<file path="src/rtl/niosqsys_tx_dados_pkg.sv">
// ============================================================================
// Module      : niosqsys_tx_dados_pkg
// Description : Register map and bit positions for the Nios II transmit port.
// Revision    : 1.0 - initial release
// ============================================================================
`default_nettype none

package niosqsys_tx_dados_pkg;

    localparam logic [1:0] ADDR_DATA    = 2'd0;
    localparam logic [1:0] ADDR_STATUS  = 2'd1;
    localparam logic [1:0] ADDR_IRQMASK = 2'd2;
    localparam logic [1:0] ADDR_EVENT   = 2'd3;

    localparam int EV_DRAINED   = 0;
    localparam int EV_OVERFLOW  = 1;
    localparam int ST_EMPTY     = 0;
    localparam int ST_FULL      = 1;
    localparam int ST_COUNT_LSB = 8;

endpackage

`default_nettype wire

</file>
<file path="src/rtl/niosqsys_tx_dados_if.sv">
// ============================================================================
// Module      : niosqsys_tx_dados_if
// Description : Avalon-MM slave bus plus valid/ready byte stream and irq.
// Revision    : 1.0 - initial release
// ============================================================================
`default_nettype none

interface niosqsys_tx_dados_if;

    logic [1:0]  address;
    logic        chipselect;
    logic        write_n;
    logic [31:0] writedata;
    logic [31:0] readdata;
    logic [7:0]  out_data;
    logic        out_valid;
    logic        out_ready;
    logic        irq;

    modport slave (
        input  address, chipselect, write_n, writedata, out_ready,
        output readdata, out_data, out_valid, irq
    );

    modport master (
        output address, chipselect, write_n, writedata, out_ready,
        input  readdata, out_data, out_valid, irq
    );

endinterface

`default_nettype wire

</file>
<file path="src/rtl/niosqsys_tx_fifo.sv">
// ============================================================================
// Module      : niosqsys_tx_fifo
// Description : DEPTH x 8 synchronous FIFO; head reads 0 while empty.
// Revision    : 1.0 - initial release
// ============================================================================
`default_nettype none

module niosqsys_tx_fifo #(
    parameter int DEPTH = 4
) (
    input  wire logic                       clk,
    input  wire logic                       reset_n,
    input  wire logic                       push,
    input  wire logic                       pop,
    input  wire logic [7:0]                 wdata,
    output logic      [7:0]                 head,
    output logic      [$clog2(DEPTH):0]     count,
    output logic                            full,
    output logic                            empty
);

    localparam int AW = $clog2(DEPTH);

    logic [7:0]  mem_q [DEPTH];
    logic [7:0]  mem_d [DEPTH];
    logic [AW-1:0] wr_ptr_q, wr_ptr_d;
    logic [AW-1:0] rd_ptr_q, rd_ptr_d;
    logic [AW:0]   count_q, count_d;
    logic          push_ok, pop_ok;

    assign full  = (count_q == (AW+1)'(DEPTH));
    assign empty = (count_q == '0);
    assign count = count_q;
    assign head  = empty ? 8'h00 : mem_q[rd_ptr_q];

    // Full/empty are pre-edge, so a same-cycle pop never rescues a push.
    always_comb begin
        push_ok  = push && !full;
        pop_ok   = pop && !empty;
        mem_d    = mem_q;
        if (push_ok) begin
            mem_d[wr_ptr_q] = wdata;
        end
        wr_ptr_d = wr_ptr_q + AW'(push_ok);
        rd_ptr_d = rd_ptr_q + AW'(pop_ok);
        count_d  = count_q + (AW+1)'(push_ok) - (AW+1)'(pop_ok);
    end

    always_ff @(posedge clk or negedge reset_n) begin
        if (!reset_n) begin
            for (int i = 0; i < DEPTH; i++) begin
                mem_q[i] <= 8'h00;
            end
            wr_ptr_q <= '0;
            rd_ptr_q <= '0;
            count_q  <= '0;
        end else begin
            mem_q    <= mem_d;
            wr_ptr_q <= wr_ptr_d;
            rd_ptr_q <= rd_ptr_d;
            count_q  <= count_d;
        end
    end

endmodule

`default_nettype wire

</file>
<file path="src/rtl/niosqsys_tx_dados.sv">
// ============================================================================
// Module      : niosqsys_tx_dados
// Description : Avalon-MM transmit port: CPU byte writes queued to a FIFO and
//               drained over valid/ready, with status, events and interrupt.
//               NIOSQSYS_TX_DADOS_IRQ_EN enables the irq mask and irq output.
// Revision    : 1.0 - initial release
// ============================================================================
`default_nettype none

module niosqsys_tx_dados
    import niosqsys_tx_dados_pkg::*;
#(
    parameter int DEPTH = 4
) (
    input  wire logic               clk,
    input  wire logic               reset_n,
    niosqsys_tx_dados_if.slave      bus
);

    localparam int AW = $clog2(DEPTH);

    logic          wr, push, pop, ev_clr;
    logic [7:0]    fifo_head;
    logic [AW:0]   fifo_count;
    logic          fifo_full, fifo_empty;
    logic [31:0]   status_w;
    logic [1:0]    mask_rd;
    logic [1:0]    event_q, event_d;
    logic [31:0]   readdata_q, readdata_d;
    logic          unused_wdata;

    assign wr     = bus.chipselect && !bus.write_n;
    assign push   = wr && (bus.address == ADDR_DATA);
    assign ev_clr = wr && (bus.address == ADDR_EVENT);
    assign pop    = bus.out_valid && bus.out_ready;
    assign unused_wdata = ^bus.writedata[31:8];

    niosqsys_tx_fifo #(.DEPTH(DEPTH)) u_fifo (
        .clk     (clk),
        .reset_n (reset_n),
        .push    (push),
        .pop     (pop),
        .wdata   (bus.writedata[7:0]),
        .head    (fifo_head),
        .count   (fifo_count),
        .full    (fifo_full),
        .empty   (fifo_empty)
    );

    assign bus.out_data  = fifo_head;
    assign bus.out_valid = !fifo_empty;
    assign bus.readdata  = readdata_q;

`ifdef NIOSQSYS_TX_DADOS_IRQ_EN
    logic [1:0] mask_q, mask_d;

    always_comb begin
        mask_d = mask_q;
        if (wr && (bus.address == ADDR_IRQMASK)) begin
            mask_d = bus.writedata[1:0];
        end
    end

    always_ff @(posedge clk or negedge reset_n) begin
        if (!reset_n) begin
            mask_q <= 2'b00;
        end else begin
            mask_q <= mask_d;
        end
    end

    assign mask_rd = mask_q;
    assign bus.irq = |(event_q & mask_q);
`else
    assign mask_rd = 2'b00;
    assign bus.irq = 1'b0;
`endif

    always_comb begin
        status_w                         = '0;
        status_w[ST_EMPTY]               = fifo_empty;
        status_w[ST_FULL]                = fifo_full;
        status_w[ST_COUNT_LSB +: 5]      = 5'(fifo_count);
    end

    // Clear is applied last so it wins over a same-cycle set.
    always_comb begin
        event_d = event_q;
        if (pop && (fifo_count == (AW+1)'(1)) && !push) begin
            event_d[EV_DRAINED] = 1'b1;
        end
        if (push && fifo_full) begin
            event_d[EV_OVERFLOW] = 1'b1;
        end
        if (ev_clr) begin
            event_d = 2'b00;
        end
    end

    always_comb begin
        case (bus.address)
            ADDR_DATA:    readdata_d = {24'h0, fifo_head};
            ADDR_STATUS:  readdata_d = status_w;
            ADDR_IRQMASK: readdata_d = {30'h0, mask_rd};
            ADDR_EVENT:   readdata_d = {30'h0, event_q};
            default:      readdata_d = 32'h0;
        endcase
    end

    always_ff @(posedge clk or negedge reset_n) begin
        if (!reset_n) begin
            event_q    <= 2'b00;
            readdata_q <= 32'h0;
        end else begin
            event_q    <= event_d;
            readdata_q <= readdata_d;
        end
    end

endmodule

`default_nettype wire
</file>
<file path="src/flat_wrapper.sv">
// flat-port wrapper written by rule: the top's interface ports become plain ports
module niosqsys_tx_dados_flat import niosqsys_tx_dados_pkg::*;
#(
    parameter int DEPTH = 4
)
  (clk, reset_n, bus_address, bus_chipselect, bus_write_n, bus_writedata, bus_out_ready, bus_readdata, bus_out_data, bus_out_valid, bus_irq);
  niosqsys_tx_dados_if bus_i ();
  input  wire logic clk;
  input  wire logic reset_n;
  input wire logic [$bits(bus_i.address)-1:0] bus_address;
  input wire logic [$bits(bus_i.chipselect)-1:0] bus_chipselect;
  input wire logic [$bits(bus_i.write_n)-1:0] bus_write_n;
  input wire logic [$bits(bus_i.writedata)-1:0] bus_writedata;
  input wire logic [$bits(bus_i.out_ready)-1:0] bus_out_ready;
  output wire logic [$bits(bus_i.readdata)-1:0] bus_readdata;
  output wire logic [$bits(bus_i.out_data)-1:0] bus_out_data;
  output wire logic [$bits(bus_i.out_valid)-1:0] bus_out_valid;
  output wire logic [$bits(bus_i.irq)-1:0] bus_irq;
  assign bus_i.address = bus_address;
  assign bus_i.chipselect = bus_chipselect;
  assign bus_i.write_n = bus_write_n;
  assign bus_i.writedata = bus_writedata;
  assign bus_i.out_ready = bus_out_ready;
  assign bus_readdata = bus_i.readdata;
  assign bus_out_data = bus_i.out_data;
  assign bus_out_valid = bus_i.out_valid;
  assign bus_irq = bus_i.irq;
  niosqsys_tx_dados #(.DEPTH(DEPTH)) u_core (.clk(clk), .reset_n(reset_n), .bus(bus_i));
endmodule
</file>
<file path="config.mk">
export PLATFORM = sky130hd
export DESIGN_NAME = niosqsys_tx_dados_flat
export DESIGN_NICKNAME = d
export VERILOG_FILES = /design/src/rtl/niosqsys_tx_dados_pkg.sv /design/src/rtl/niosqsys_tx_dados_if.sv /design/src/rtl/niosqsys_tx_fifo.sv /design/src/rtl/niosqsys_tx_dados.sv /design/src/flat_wrapper.sv
export SDC_FILE = /design/constraint.sdc
export NUM_CORES = 1
export LEC_CHECK = 0
export ABC_CLOCK_PERIOD_IN_PS = 4700
export BUFFER_PORTS_ARGS = -buffer_cell sky130_fd_sc_hd__buf_2
export CAP_MARGIN = 20
export CORE_ASPECT_RATIO = 1.75
export CORE_MARGIN = 2
export CORE_UTILIZATION = 50
export CTS_BUF_LIST = sky130_fd_sc_hd__clkbuf_16
export DETAILED_ROUTE_END_ITERATION = 10
export HOLD_SLACK_MARGIN = 0.1
export PLACE_DENSITY = 0.79
export SETUP_SLACK_MARGIN = 0.15
export SYNTH_ARGS = -nofsm -noshare
export SYNTH_HDL_FRONTEND = slang
export SYNTH_SLANG_ARGS = --single-unit
</file>
<file path="constraint.sdc">
create_clock -name clk -period 4.7 [get_ports clk]
set_clock_uncertainty 0.2 [all_clocks]
set_input_delay 0.705 -clock clk [delete_from_list [all_inputs] [get_ports clk]]
set_output_delay 0.705 -clock clk [all_outputs]
set_load 0.005 [all_outputs]
</file>
==> results of run 1 <==
## worst paths after layout
kind | end | slack, ns | cells after the start
worst min-delay path | u_core.event_q[0] | 0.30 | 1
worst min register to register | u_core.event_q[0] | 0.30 | 1
max in group asynchronous | u_core.u_fifo.mem_q[1] | 3.18 | 3
min in group asynchronous | u_core.u_fifo.mem_q[15] | 0.62 | 2
worst max register to register | u_core.u_fifo.count[2] | 1.81 | 9
worst max-delay path | u_core.u_fifo.count[2] | 1.81 | 9
## synthesized netlist by cell type (2+ instances only)
master	number	area share (%)
a21oi_1	2	0.40
and2_1	8	2.0
and2_2	2	0.60
and3_1	2	0.50
buf_4	22	6.6
buf_6	2	0.90
dfrtp_1	52	52
ha_1	2	1.0
inv_1	6	0.90
mux2_2	24	11
mux2_4	8	4.8
mux4_2	8	7.2
nand2_1	3	0.45
nand3_1	2	0.40
nand4b_2	2	1.2
nor2_1	4	0.60
nor2b_1	8	2.0
o21ai_0	2	0.40
xnor2_1	5	1.7
## flip-flops by register name, summed over array words and instances, names as in the netlist
register                count
u_core.u_fifo.count         3
u_core.u_fifo.wr_ptr_q      2
u_core.u_fifo.rd_ptr_q      2
u_core.bus.readdata        11
u_core.u_fifo.mem_q        32
u_core.event_q              2
## layout make-up
type                            count  area, um2
Clock buffer                        5      125.1
Sequential cell                    52       1301
Timing Repair Buffer               36      200.2
Multi-Input combinational cell    116       1061
Inverter                            7      26.28
Tap cell                           54      67.56
Fill cell                         406       2096
Clock inverter                      3      15.01
## logic make-up after synthesis
group	count (synthesis)	synth area share, %
buffers and inverters	33	8.886
DFF	52	51.92
other	1	0.1496
adders and majority gates	3	1.797
and+or+nand+nor	38	10.63
AOI/OAI and AO/OA	7	1.748
xor gates and xnor gates	6	2.097
muxes	40	22.77
## through the flow
step / std cells / setup WS (ns) / power (uW)
6_report: 273 / 1.809 / 1707
5_1_grt: 273 / 1.554 / 1820
4_1_cts: 273 / 1.788 / 1721
3_5_place_dp: 264 / 1.812 / 1368
3_3_place_gp: 263 / 1.867 / 1340
2_1_floorplan: 201 / 2.105 / 1200
## critical path, delay by kind of cell, from the launching register on
kind | cells | cell delay [ns]
adder cells (fa/ha/maj) | 2 | 0.53
flip-flops | 1 | 0.43
XOR/XNOR | 3 | 0.43
buffers and inverters | 2 | 0.44
AND/OR/NAND/NOR | 2 | 0.75
## power by group through the flow
stage          combinational, uW  clock, uW  sequential, uW
2_1_floorplan                478          0             722
3_3_place_gp                 557          0             782
3_5_place_dp                 575          0             793
4_1_cts                      582        353             786
5_1_grt                      639        369             813
6_report                     575        348             784
## metal layers
layer  GRT usage (%)  vias up
met1           19.03      722
met3           3.462       12
met5               0        -
met4           8.229        0
li1                -      654
met2           27.97       49
==> impl_metrics.json, run 1 <==
{
  "postLayoutCellArea_um2": 2796,
  "worstSetupStartpoint": "u_core.u_fifo.count[2]",
  "crit_path_top_delay_cell": "nor3_1",
  "synth-seq-cells": 52,
  "powerDensity_nw_per_um2": 610.5,
  "chipWidth_um": 57.52,
  "slowest_delay_ns": 0.48,
  "area_delta_synth_final_pct": 11.58,
  "drtIter0Drc": 18,
  "wl_met3_um": 202,
  "dr_wl_met2_mm": 2.229,
  "insertion_delay_ns": 0.29,
  "drive_gt1_share_pct": 40.18,
  "cts_setup_buffers": 0,
  "num_antenna_cells": 0,
  "rsz0062_at_grt": "false",
  "cts.reportedPaths.clkPinSlew_ns": 0.07,
  "utilization_pct": 57.16,
  "highest_layer": "met4",
  "wl_mm": 4.246,
  "grt.total_usage_pct": 16.47,
  "synthFlopType": "dfrtp_1",
  "drt_pre_antenna_iters": 4,
  "antenna_found_initial": 0,
  "vias": 1437,
  "p_seq_share_pct": 46.0,
  "synth-edff-count": 0,
  "syn-cell-area_um2": 2506,
  "synthDistinctLibCells": 35,
  "placed_area_um2": 2646,
  "cap_violations": 0,
  "viasPerCell": 5.264,
  "setup_tns_ns": 0,
  "status": "completed",
  "grt_pass1_wl_mm": 7.010,
  "cts_tree": "yes",
  "htreeDepth": 2,
  "hold_viol_final": 0,
  "p_clk_share_pct": 20.4,
  "critPathCaptureType": "flip-flop",
  "finalMaxSlewViolations": 0,
  "row_count": 34,
  "critPathLaunchType": "flip-flop",
  "port_buffers": 34,
  "cts_buffers": 5,
  "grt_overflow": 0,
  "grt_max_degree": 43,
  "r2r-start": "u_core.u_fifo.count[2]",
  "finalCritPeriodShare_pct": 61.51,
  "final_common_cell": "dfrtp_1",
  "power.switching_uw": 510.1,
  "clock_sinks": 52,
  "holdWs_ns": 0.3000,
  "globalplace.congestion": 0.7976,
  "syn_inst": 180,
  "worst_hold_path_type": "reg -> reg",
  "grt_pass1_vias": 1456,
  "drc": 0,
  "cts_root_buf": "clkbuf_16",
  "arrival_ns": 2.87,
  "post-route-min-period_ns": 2.891,
  "worstHoldStart": "u_core.event_q[0]",
  "yosysSeqAreaShare_pct": 51.92,
  "fp.dieArea_um2": 5617,
  "synth-async-reset-ratio_pct": 100.0,
  "cts_resized": 0,
  "crit_path_cell_trace": "nor3_1, clkinv_1, nand2_1, xnor2_1, ha_1, inv_1, fa_1, xnor2_1, xnor2_1",
  "cp_max_fo": 10,
  "m1WireLength_mm": 1.685,
  "intPower_uw": 1197,
  "p_leak_uw": 0.001396,
  "setup_violations": 0,
  "dp_hpwl_mm": 2.980,
  "worst-setup-path-type": "reg -> reg",
  "cts.path.max_buffers": 2,
  "ant_nets": 0,
  "wl_per_cell_um": 15.55,
  "timing.fmax_mhz": 345.9,
  "switching_share_pct": 29.88,
  "final_nets": 260,
  "avgSynthCellArea_um2": 13.92,
  "start_util_pct": 51.23,
  "ios": 81,
  "final_cell_mix": "dfrtp_1 (52), buf_2 (34), mux2_2 (24), conb_1 (22)",
  "worst_pin_slew_ns": 0.6125,
  "postCtsHoldBufs": 1,
  "slew_headroom_pct": 59.16,
  "fp.coreArea_um2": 4892,
  "ir_worst_vdd_uv": 409.0,
  "required_ns": 4.68,
  "cp_common_cell": "xnor2_1",
  "yosys_warnings": 0,
  "combPwrFrac_pct": 33.7,
  "die_y_um": 97.66
}
Power figures use the tool's default switching activity.
==> run 2: changes to the inputs <==
- ABC_CLOCK_PERIOD_IN_PS: 4700 -> 2400
- CORE_UTILIZATION: 50 -> 46
- PLACE_DENSITY: 0.79 -> 0.76
- clock period: 4.7 -> 2.4 ns (I/O delays scaled with it)
==> run 2 against run 1 <==
Effect of this change: sequential power increased by 88%; sequential cell count unchanged; clock power increased by 100%; wire length increased by 7.0%; combinational power increased to 2.7 times the previous value; via count increased by 4.0%; cell count increased by 5.1%; first-iteration DRC count increased by 130%; count of clock-buffer cells in the layout unchanged; worst hold slack got worse by 0.16 ns; worst setup slack got worse by 1.7 ns; critical path depth decreased by 5; critical endpoint is now bus_out_data[5].
==> impl_metrics.json, run 2 (synthesis results as in run 1) <==
{
  "status": "completed",
  "fin_ws_ns": 0.1551,
  "fp.coreArea_um2": 5255,
  "die_y_um": 101.6,
  "final_nets": 273,
  "row_count": 35,
  "slew_headroom_pct": 62.38,
  "grt_pass1_wl_mm": 7.603,
  "switching_share_pct": 29.59,
  "htreeDepth": 2,
  "regArea_um2": 1303,
  "antenna_found_initial": 0,
  "cts_buffers": 5,
  "chipWidth_um": 59.80,
  "area_delta_synth_final_pct": 19.27,
  "setup_tns_ns": 0,
  "cts.path.max_buffers": 2,
  "cts_tree": "yes",
  "total_power_uw": 3712,
  "num_antenna_cells": 0,
  "top_register": "u_core.u_fifo.mem_q",
  "cp_max_fo": 5,
  "start_util_pct": 47.69,
  "ir_worst_vdd_uv": 509.8,
  "vias": 1495,
  "critPathCaptureType": "primary output",
  "port_buffers": 34,
  "cts_root_buf": "clkbuf_16",
  "finalCritPeriodShare_pct": 93.54,
  "post-route-min-period_ns": 2.245,
  "hold_viol_final": 0,
  "grt.total_usage_pct": 16.60,
  "fp.dieArea_um2": 6078,
  "viasPerCell": 5.209,
  "worst_hold_path_type": "in -> reg",
  "p_seq_share_pct": 39.6,
  "grt_max_degree": 26,
  "powerDensity_nw_per_um2": 1242,
  "combPwrFrac_pct": 41.5,
  "p_clk_share_pct": 18.9,
  "worst_pin_slew_ns": 0.5643,
  "finalMaxSlewViolations": 0,
  "cap_violations": 0,
  "cts.reportedPaths.clkPinSlew_ns": 0.07,
  "drt_pre_antenna_iters": 4,
  "rsz0062_at_grt": "true",
  "grt_pass1_vias": 1618,
  "setup_violations": 0,
  "intPower_uw": 2614,
  "drtIter0Drc": 41,
  "dp_hpwl_mm": 3.195,
  "ant_nets": 0,
  "globalplace.congestion": 0.7895,
  "final_cell_mix": "dfrtp_1 (51), buf_2 (31), mux2_2 (24), conb_1 (22), buf_4 (12)",
  "clock_sinks": 52,
  "largest_register_ffs": 32,
  "timing.fmax_mhz": 445.5,
  "multiInputGateArea_um2": 1111,
  "grt_overflow": 0,
  "wl_per_cell_um": 15.83,
  "worst-setup-path-type": "reg -> out",
  "p_leak_uw": 0.001493,
  "drive_gt1_share_pct": 49.14,
  "wl_mm": 4.542,
  "fillers": 435,
  "critPathLaunchType": "flip-flop",
  "insertion_delay_ns": 0.29,
  "required_ns": 1.84,
  "preCtsSetupSlack_ns": 0.08655,
  "final_common_cell": "dfrtp_1",
  "power.switching_uw": 1098,
  "ios": 81,
  "drc": 0,
  "arrival_ns": 1.68
}
## run 2: cell count changes in the layout (fill, tap and decap cells not counted), moves of 3 or more
cell,before,now
and2_1,8,5
buf_2,34,31
buf_6,0,3
and2_4,0,4
buf_4,0,12
## run 2: timing repair
item | CTS | global route
hold buffers | 1 | 0
hold endpoints to repair | 23 | 0
cloned | 0 | 1
buffers inserted | 2 | 0
gates resized for setup | 9 | 9
pin swaps | 2 | 4
endpoints found under the setup margin | 4 | 6
## run 2: layout make-up
cell class	count	area share, %
clock buffers	5	4.186
clock inverters	3	0.6697
inverters	7	0.9209
multi-input cells	116	37.17
flip-flops and latches	52	43.57
well taps	55	2.302
repair buffers	49	11.18
## run 2: final timing paths
check	startpoint	to	slack, ns	cells after the start
max	u_core.u_fifo.rd_ptr_q[0]	bus_out_data[5]	0.16	4
max in group asynchronous	reset_n	u_core.u_fifo.mem_q[30]	0.97	3
max reg2reg	u_core.u_fifo.count[2]	u_core.u_fifo.count[2]	0.16	10
min	bus_writedata[2]	u_core.u_fifo.mem_q[2]	0.14	2
min in group asynchronous	reset_n	u_core.u_fifo.count[0]	0.40	2
min reg2reg	u_core.event_q[0]	u_core.event_q[0]	0.30	1
## run 2: power by group through the flow
stage	combinational (uW)	sequential [uW]	clock, uW
3_5_place_dp	1310	1480	0
5_1_grt	1700	1530	737
6_report	1540	1470	700
4_1_cts	1380	1460	708
3_3_place_gp	1270	1460	0
2_1_floorplan	939	1420	0
## run 2: metal layers
layer	wire length (um)	global-route usage, %	vias up
li1	-	-	678
met5	0	0	-
met3	167	2.043	10
met1	1719	19.31	754
met4	115	7.863	0
met2	2540	29.26	53
## run 2: critical path, stage by stage (launching register included)
cell	delay (ns)
dfrtp_1	0.44
buf_12	0.16
mux4_2	0.51
and2_1	0.17
buf_2	0.12
## run 2: per-stage QoR
step                hold WS, ns  instance area, um2  utilization [%]  instances
CTS                      0.1413                2922            55.60        286
detailed placement       0.1831                2718            51.71        275
global route             0.1452                2989            56.88        287
finish                   0.1432                2989            56.88        287
global placement         0.1767                2718            51.71        275
floorplan               -0.1356                2592                -        201
